<file path="config.mk">
export PLATFORM = sky130hd
export DESIGN_NAME = cpu_memory
export DESIGN_NICKNAME = d
export VERILOG_FILES = /design/src/rtl/cpu_memory.sv
export SDC_FILE = /design/constraint.sdc
export NUM_CORES = 1
export LEC_CHECK = 0
export BUFFER_PORTS_ARGS = -buffer_cell sky130_fd_sc_hd__clkbuf_2
export CAP_MARGIN = 20
export CORE_MARGIN = 1
export CORE_UTILIZATION = 46
export CTS_CLUSTER_DIAMETER = 50
export CTS_CLUSTER_SIZE = 40
export DETAILED_ROUTE_END_ITERATION = 10
export GPL_ROUTABILITY_DRIVEN = 0
export PLACE_DENSITY = 0.72
export SYNTH_ARGS = -nofsm -noshare
export SYNTH_HDL_FRONTEND = slang
export SYNTH_SLANG_ARGS = --single-unit
</file>
<file path="constraint.sdc">
create_clock -name i_clock -period 2.2 [get_ports i_clock]
set_input_delay 0.22 -clock i_clock [delete_from_list [all_inputs] [get_ports i_clock]]
set_output_delay 0.22 -clock i_clock [all_outputs]
set_load 0.005 [all_outputs]
</file>
<file path="src/rtl/cpu_memory.sv">
`default_nettype none
// ============================================================================
// Module   : cpu_memory
// Brief    : Memory-access pipeline stage. Accepts toggle-strobed records from
//            execute, performs at most one load/store on a single-outstanding
//            request/ready bus and emits a toggle-strobed writeback record.
// Revision : 1.0 - initial release
// ============================================================================
module cpu_memory (
    input  logic          i_clock,
    input  logic          i_reset,
    input  logic [107:0]  i_data,
    output logic          o_busy,
    output logic [38:0]   o_data,
    output logic          o_fault,
    output logic          o_bus_request,
    output logic          o_bus_rw,
    output logic [31:0]   o_bus_address,
    output logic [3:0]    o_bus_wmask,
    output logic [31:0]   o_bus_wdata,
    input  logic          i_bus_ready,
    input  logic [31:0]   i_bus_rdata
);

    typedef enum logic [1:0] {
        ST_IDLE  = 2'd0,
        ST_READ  = 2'd1,
        ST_WRITE = 2'd2
    } state_t;

    state_t       state_q, state_d;
    logic         last_strobe_q, last_strobe_d;
    logic         pend_q, pend_d;       // a latched record waits to be processed
    logic         bad_q, bad_d;         // latched record failed the fault check
    logic [5:0]   rd_q, rd_d;
    logic [31:0]  value_q, value_d;
    logic [31:0]  addr_q, addr_d;
    logic [1:0]   width_q, width_d;
    logic         signed_q, signed_d;
    logic         mrd_q, mrd_d;
    logic         mwr_q, mwr_d;
    logic [31:0]  sdata_q, sdata_d;
    logic [38:0]  data_q, data_d;
    logic         fault_q, fault_d;
    logic         req_q, req_d;
    logic         rw_q, rw_d;
    logic [31:0]  baddr_q, baddr_d;
    logic [3:0]   wmask_q, wmask_d;
    logic [31:0]  wdata_q, wdata_d;

    // Incoming record fields
    logic [31:0]  w_in_addr;
    logic [1:0]   w_in_width;
    logic         w_in_mrd, w_in_mwr;
    logic         w_in_fault;
    logic         w_hold;
    logic         w_accept;
    logic [7:0]   w_byte;
    logic [15:0]  w_half;
    logic [31:0]  w_load;
    logic [3:0]   w_wmask;
    logic [31:0]  w_wdata;

    assign w_in_addr  = i_data[68:37];
    assign w_in_width = i_data[36:35];
    assign w_in_mrd   = i_data[33];
    assign w_in_mwr   = i_data[32];

    assign w_in_fault = (w_in_width == 2'd3)
                      || ((w_in_width == 2'd1) && w_in_addr[0])
                      || ((w_in_width == 2'd2) && (w_in_addr[1:0] != 2'b00))
                      || (w_in_mrd && w_in_mwr);

    // A latched memory op must start its access before another record may
    // overwrite the latches; pass-through records drain while the next is taken.
    assign w_hold   = pend_q && !bad_q && (mrd_q || mwr_q);
    assign w_accept = (state_q == ST_IDLE) && (i_data[107] != last_strobe_q) && !w_hold;

    // Load lane selection and extension
    always_comb begin
        w_byte = i_bus_rdata[7:0];
        case (addr_q[1:0])
            2'd0: w_byte = i_bus_rdata[7:0];
            2'd1: w_byte = i_bus_rdata[15:8];
            2'd2: w_byte = i_bus_rdata[23:16];
            default: w_byte = i_bus_rdata[31:24];
        endcase
        w_half = addr_q[1] ? i_bus_rdata[31:16] : i_bus_rdata[15:0];
        case (width_q)
            2'd0:    w_load = {{24{signed_q & w_byte[7]}}, w_byte};
            2'd1:    w_load = {{16{signed_q & w_half[15]}}, w_half};
            default: w_load = i_bus_rdata;
        endcase
    end

    // Store byte enables and lane replication
    always_comb begin
        case (width_q)
            2'd0: begin
                w_wmask = 4'b0001 << addr_q[1:0];
                w_wdata = {4{sdata_q[7:0]}};
            end
            2'd1: begin
                w_wmask = 4'b0011 << addr_q[1:0];
                w_wdata = {2{sdata_q[15:0]}};
            end
            default: begin
                w_wmask = 4'hF;
                w_wdata = sdata_q;
            end
        endcase
    end

    // Next-state logic: acceptance, fault/pass-through emit and bus sequencing
    always_comb begin
        state_d       = state_q;
        last_strobe_d = last_strobe_q;
        pend_d        = w_accept;
        bad_d         = bad_q;
        rd_d          = rd_q;
        value_d       = value_q;
        addr_d        = addr_q;
        width_d       = width_q;
        signed_d      = signed_q;
        mrd_d         = mrd_q;
        mwr_d         = mwr_q;
        sdata_d       = sdata_q;
        data_d        = data_q;
        fault_d       = 1'b0;
        req_d         = req_q;
        rw_d          = rw_q;
        baddr_d       = baddr_q;
        wmask_d       = wmask_q;
        wdata_d       = wdata_q;

        if (w_accept) begin
            last_strobe_d = i_data[107];
            rd_d          = i_data[106:101];
            value_d       = i_data[100:69];
            addr_d        = w_in_addr;
            width_d       = w_in_width;
            signed_d      = i_data[34];
            mrd_d         = w_in_mrd;
            mwr_d         = w_in_mwr;
            sdata_d       = i_data[31:0];
            bad_d         = w_in_fault;
        end

        case (state_q)
            ST_IDLE: begin
                if (pend_q) begin
                    if (bad_q) begin
                        data_d  = {~data_q[38], 6'd0, 32'd0};
                        fault_d = 1'b1;
                    end else if (mrd_q) begin
                        state_d = ST_READ;
                        req_d   = 1'b1;
                        rw_d    = 1'b0;
                        baddr_d = {addr_q[31:2], 2'b00};
                        wmask_d = 4'h0;
                        wdata_d = 32'd0;
                    end else if (mwr_q) begin
                        state_d = ST_WRITE;
                        req_d   = 1'b1;
                        rw_d    = 1'b1;
                        baddr_d = {addr_q[31:2], 2'b00};
                        wmask_d = w_wmask;
                        wdata_d = w_wdata;
                    end else begin
                        data_d  = {~data_q[38], rd_q, value_q};
                    end
                end
            end
            ST_READ: begin
                if (i_bus_ready) begin
                    data_d  = {~data_q[38], rd_q, w_load};
                    req_d   = 1'b0;
                    state_d = ST_IDLE;
                end
            end
            ST_WRITE: begin
                if (i_bus_ready) begin
                    data_d  = {~data_q[38], rd_q, value_q};
                    req_d   = 1'b0;
                    rw_d    = 1'b0;
                    wmask_d = 4'h0;
                    state_d = ST_IDLE;
                end
            end
            default: begin
                state_d = ST_IDLE;
                req_d   = 1'b0;
            end
        endcase
    end

    // State and datapath registers
    always_ff @(posedge i_clock) begin
        if (i_reset) begin
            state_q       <= ST_IDLE;
            last_strobe_q <= 1'b0;
            pend_q        <= 1'b0;
            bad_q         <= 1'b0;
            rd_q          <= 6'd0;
            value_q       <= 32'd0;
            addr_q        <= 32'd0;
            width_q       <= 2'd0;
            signed_q      <= 1'b0;
            mrd_q         <= 1'b0;
            mwr_q         <= 1'b0;
            sdata_q       <= 32'd0;
            data_q        <= 39'd0;
            fault_q       <= 1'b0;
            req_q         <= 1'b0;
            rw_q          <= 1'b0;
            baddr_q       <= 32'd0;
            wmask_q       <= 4'h0;
            wdata_q       <= 32'd0;
        end else begin
            state_q       <= state_d;
            last_strobe_q <= last_strobe_d;
            pend_q        <= pend_d;
            bad_q         <= bad_d;
            rd_q          <= rd_d;
            value_q       <= value_d;
            addr_q        <= addr_d;
            width_q       <= width_d;
            signed_q      <= signed_d;
            mrd_q         <= mrd_d;
            mwr_q         <= mwr_d;
            sdata_q       <= sdata_d;
            data_q        <= data_d;
            fault_q       <= fault_d;
            req_q         <= req_d;
            rw_q          <= rw_d;
            baddr_q       <= baddr_d;
            wmask_q       <= wmask_d;
            wdata_q       <= wdata_d;
        end
    end

    assign o_busy        = (state_q != ST_IDLE);
    assign o_data        = data_q;
    assign o_fault       = fault_q;
    assign o_bus_request = req_q;
    assign o_bus_rw      = rw_q;
    assign o_bus_address = baddr_q;
    assign o_bus_wmask   = wmask_q;
    assign o_bus_wdata   = wdata_q;

endmodule
`default_nettype wire

</file>
After elaboration in Yosys (flattened, before gate mapping):

Cells that the tools add are included.

* $add $sub $neg: 0
* multiply operators: 0
* div/mod/pow operators: 0
* order comparisons: 0
* equal/unequal tests: 17
* shifts and indexed selects: 2
* mux-type cells: 39
* bitwise gates (word level): 6
* reduce and logical (&&, ||, !) cells: 27

Operators with widths (count)
* $mux 39: 6
* $mux 32: 4
* $pmux 32 s2: 2
* $pmux 39 s3: 1
* $pmux 8 s3: 1
* $mux 4: 5
* $mux 16: 1
* $pmux 4 s2: 2
* $mux 2: 5
* $mux 1: 9
* $ne 3x3->1 const B: 3
* $eq 2x1->1 const B: 4
* $eq 2x2->1 const B: 4
* $ne 2x2->1 const B: 4
* $reduce_and 4->1: 2
* $reduce_bool 2->1: 4
* $logic_and 1x1->1: 7
* $logic_not 2->1: 3
* $reduce_and 6->1: 1
* $reduce_and 5->1: 1
* $logic_or 1x1->1: 4
* $not 1->1: 4
* $pmux 1 s2: 2
* $pmux 2 s2: 1
* 9 further kinds: 11

* register bits: 222
* bits in latches: 0
* RAM bits: 0
* memory bits (read-only): 0
* output and inout port bits: 111
* logic and storage cells: 110
* memories: 0

Longest topological paths before layout:

* word-level depth: 7
* mapped depth: 11

Worst setup path after synthesis:

OpenSTA, ideal clock, no wires.

* path kind: flip-flop to flip-flop
* start: reg state_q[0]
* end: reg value_q[10]
* setup time: 0.070 ns
* data arrival time: 1.887 ns
* path slack: 0.243 ns
* cell stages (with the launch flop): 12
* buffers on the path: 4
* period minus slack after synthesis: 1.957 ns
* path through: dfxtp_1 > inv_1 > ha_1 > clkbuf_2 > inv_1 > a21oi_1 > and2_1 > buf_2 > buf_2 > buf_2 > nand2_1 > a21oi_1

* cells in the longest elaborated chain, start to end: 3

RTL lines
* from (decl): line 31 `state_t state_q, state_d;`
* from (signal assigned): line 220 `state_q <= state_d;`
* $logic_not 2->1: line 77 `assign w_accept = (state_q == ST_IDLE) && (i_data[107] != last_strobe_q) && !w_hold;`
* $logic_and 1x1->1 (2 in a row): line 77
* to (signal assigned): line 225 `value_q <= value_d;`
* to (decl): line 36 `logic [31:0] value_q, value_d;`

No other way between the ends.
A chain may end at the register's enable or synchronous reset.

Worst setup path after layout:

* start: reg state_q[0]
* end: reg data_q[11] (netlist: o_data[11])

* cells in the longest elaborated chain, start to end: 3
* elaborated cells on any way between the ends: 11

RTL lines
* $eq 2x1->1, or another cell as far along: line 149 `case (state_q)`
* $ne 2x2->1 (no source line), or another cell as far along
* $reduce_and 6->1 (no source line)
* to (signal assigned): line 232 `data_q <= data_d;`
* to (decl): line 43 `logic [38:0] data_q, data_d;`

Several ways; a longest one is shown, not always the timed one.

==> results.toml <==
[finish]
nets = 1680
drive_gt1_share_pct = 23.0
layout-area-overhead-vs-synth_pct = 39.5
fin_area_um2 = 12900
layout_common_cells = "nand2_1 (332), clkbuf_2 (250), a21oi_1 (232)"
final_common_cell = "nand2_1"

[logic_synthesis]
synth_ff_type = "dfxtp_1"
syn_avg_cell_area_um2 = 7.63
synthCells = 1207
synth_mux_area_share_pct = 3.49
yosys_warnings = 0
synth_compound_area_share_pct = 21.4
synth-simple-area-share_pct = 21.8
yosysSeqAreaShare_pct = 47.8
yosys.cell_types.count = 48
async_flop_share_pct = 0
synthAdderAreaFrac_pct = 0.543
synth_edf_count = 0
synth_top_family_by_area = "simple AND/OR/NAND/NOR gates"
synthXorXnorAreaFrac_pct = 0.190
synth_area_um2 = 9210
ys_ff_latch = 220

[power_and_ir_drop]
peakVddDrop_uv = 645
p_leak_nw = 5.34
p_per_area_nw_per_um2 = 877

[run_status]
status = "complete, no violations"

[global_route]
grtUsageTotal_pct = 28.6
grt_pass1_vias = 9272
grt_overflow = 0
grt_max_degree = 99
antenna_found_initial = 0
grt_pass1_wl_mm = 47.2

[sta]
clock_skew_ns = 0.0130
final_hold_viol_count = 0
hold_ws_ns = 0.0214
slew_headroom_pct = 56.8
max_freq_mhz = 482
rsz0062_at_grt = "yes"
worstMarginPinSlew_ns = 0.648
slew_violations = 0
fin_crit_sh_pct = 94.3
period_minus_slack_ns = 2.07
finalSetupViolations = 0

[worst_setup_path]
timing.critical_path.buf_inv = 2
cp_max_fo = 7
crit_slowest_cell = "dfxtp_1"
end_kind = "flop"
max_stage_delay_ns = 0.38
crit_arrival_ns = 2.47
path_delay_family = "compound AO/OA/AOI/OAI gates"
cp_cell_sequence = "inv_1, ha_1, o21ba_2, a311oi_4, o2111ai_1, buf_4, a221oi_1, nor4_1"
worstSetupPathType = "reg2reg"
cp-start-kind = "flop"
required_ns = 2.60

[die]
die_w_um = 144
dieArea_um2 = 20600
num_rows = 51
dieHeight_um = 144
pin_count = 254
initial_core_util_pct = 47.2
core_um2 = 19500

[detailed_routing]
ant_nets = 0
drt_iter0_drc = 674
drc = 0
vias_per_cell = 5.40
via_count = 9808
drt-pass1-iter-count = 5
drt-total-wl_mm = 30.2
wl_per_cell_um = 16.6

[clock_network]
cts_max_level = 1
numClockSinks = 220
cts.path.max_buffers = 3
clockRootBuffer = "clkbuf_16"
clk_pin_slew_worst_paths_ns = 0.05
cts_tree = "yes"
clk_latency_ns = 0.54
cts_buffers = 26

[placement]
port_buffers = 251
dp_hpwl_mm = 19.2
placed_area_um2 = 10800

[run]
drv_cap = 0

[min_path]
hp-class = "in2reg"
## synthesized netlist by cell type (all sizes together) (3+ instances only)
library cell | number | area (µm²)
a211oi | 6 | 45.0
and2 | 3 | 18.8
and3 | 9 | 56.3
nor2b | 8 | 50.1
nand3b | 9 | 67.6
ha | 4 | 50.1
o211ai | 5 | 37.5
a221oi | 8 | 70.1
mux2i | 22 | 220
a211o | 6 | 52.6
clkbuf | 84 | 318
a22o | 16 | 140
mux2 | 9 | 101
buf | 18 | 88.8
nor4 | 7 | 43.8
o21ai | 46 | 230
a21o | 10 | 75.1
o22ai | 3 | 18.8
a21oi | 233 | 1170
nand2 | 333 | 1250
inv | 7 | 26.3
nor2 | 84 | 318
nor3 | 26 | 130
dfxtp | 220 | 4400
nand3 | 8 | 40.0
## report_power, final
part	internal, W	leakage, nW	switching, W	total (W)
Sequential	0.00432	1.80	0.000233	0.00455
Clock	0.00269	0.444	0.00185	0.00454
Combinational	0.000903	3.10	0.00128	0.00218
Total	0.00791	5.34	0.00336	0.0113
## worst min-delay path: stages
cell and delay [ns]:
clkbuf_2 0.08, nand2_1 0.12, a21oi_1 0.08
## cells by family (layout without fill, tap and decap cells)
group | after synthesis | in the layout
AO/OA/AOI/OAI | 348 | 348
XOR/XNOR | 2 | 2
adder cells (fa/ha/maj) | 4 | 4
buffers and inverters | 110 | 452
flip-flops | 220 | 220
multiplexers | 31 | 31
other | 1 | 3
AND/OR/NAND/NOR | 491 | 492
## per-layer routing
metal | part of all wire (%) | up-vias | global-route usage, %
li1 | - | 4738 | -
met1 | 42 | 4561 | 36.6
met2 | 46 | 429 | 47.2
met3 | 8.4 | 80 | 6.23
met4 | 3.2 | 0 | 10.4
met5 | 0 | - | 0
## state kept, by name (all words and copies together), names as in the netlist, 2 cells and up
| register | flops |
|---|---|
| rd_q | 6 |
| state_q | 2 |
| addr_q | 32 |
| o_data | 39 |
| o_bus_address | 30 |
| o_bus_wdata | 32 |
| sdata_q | 32 |
| width_q | 2 |
| value_q | 32 |
| o_bus_wmask | 4 |
## area by class of cell
type,instances,area [µm²]
diodes,1,2.50
fillers,1629,6670
inverters,8,30.0
clock inverters,18,251
flip-flops and latches,220,4400
well taps,265,332
repair buffers,398,2750
clock buffers,28,658
multi-input cells,879,4430
## repair_timing
action / in CTS / in global routing
endpoints found under the setup margin: 0 / 6
gates resized for setup: 0 / 5
setup buffers: 0 / 0
hold endpoints to repair: 107 / 0
hold buffers: 107 / 0
## through the flow
| stage | TNS [ns] | setup WS (ns) | cells | total power, W | utilization [%] |
|---|---|---|---|---|---|
| 4_1_cts | 0 | 0.00890 | 1815 | 0.0113 | 65.7 |
| 3_5_place_dp | 0 | 0.0223 | 1662 | 0.00660 | 55.5 |
| 5_1_grt | -0.0159 | -0.0159 | 1816 | 0.0118 | 65.8 |
| 6_report | 0 | 0.126 | 1817 | 0.0113 | 65.8 |
| 2_1_floorplan | 0 | 0.243 | 1208 | 0.00580 | - |
| 3_3_place_gp | 0 | 0.170 | 1662 | 0.00656 | 55.5 |
## path summary, 6_finish.rpt
| path | cells past startpoint | from | slack (ns) | to |
|---|---|---|---|---|
| max reg2reg | 8 | state_q[0] | 0.13 | o_data[11] |
| min | 3 | i_data[100] | 0.02 | value_q[31] |
| max | 8 | state_q[0] | 0.13 | o_data[11] |
| min reg2reg | 2 | o_data[25] | 0.45 | o_data[25] |
(Power assumes the default switching activity.)
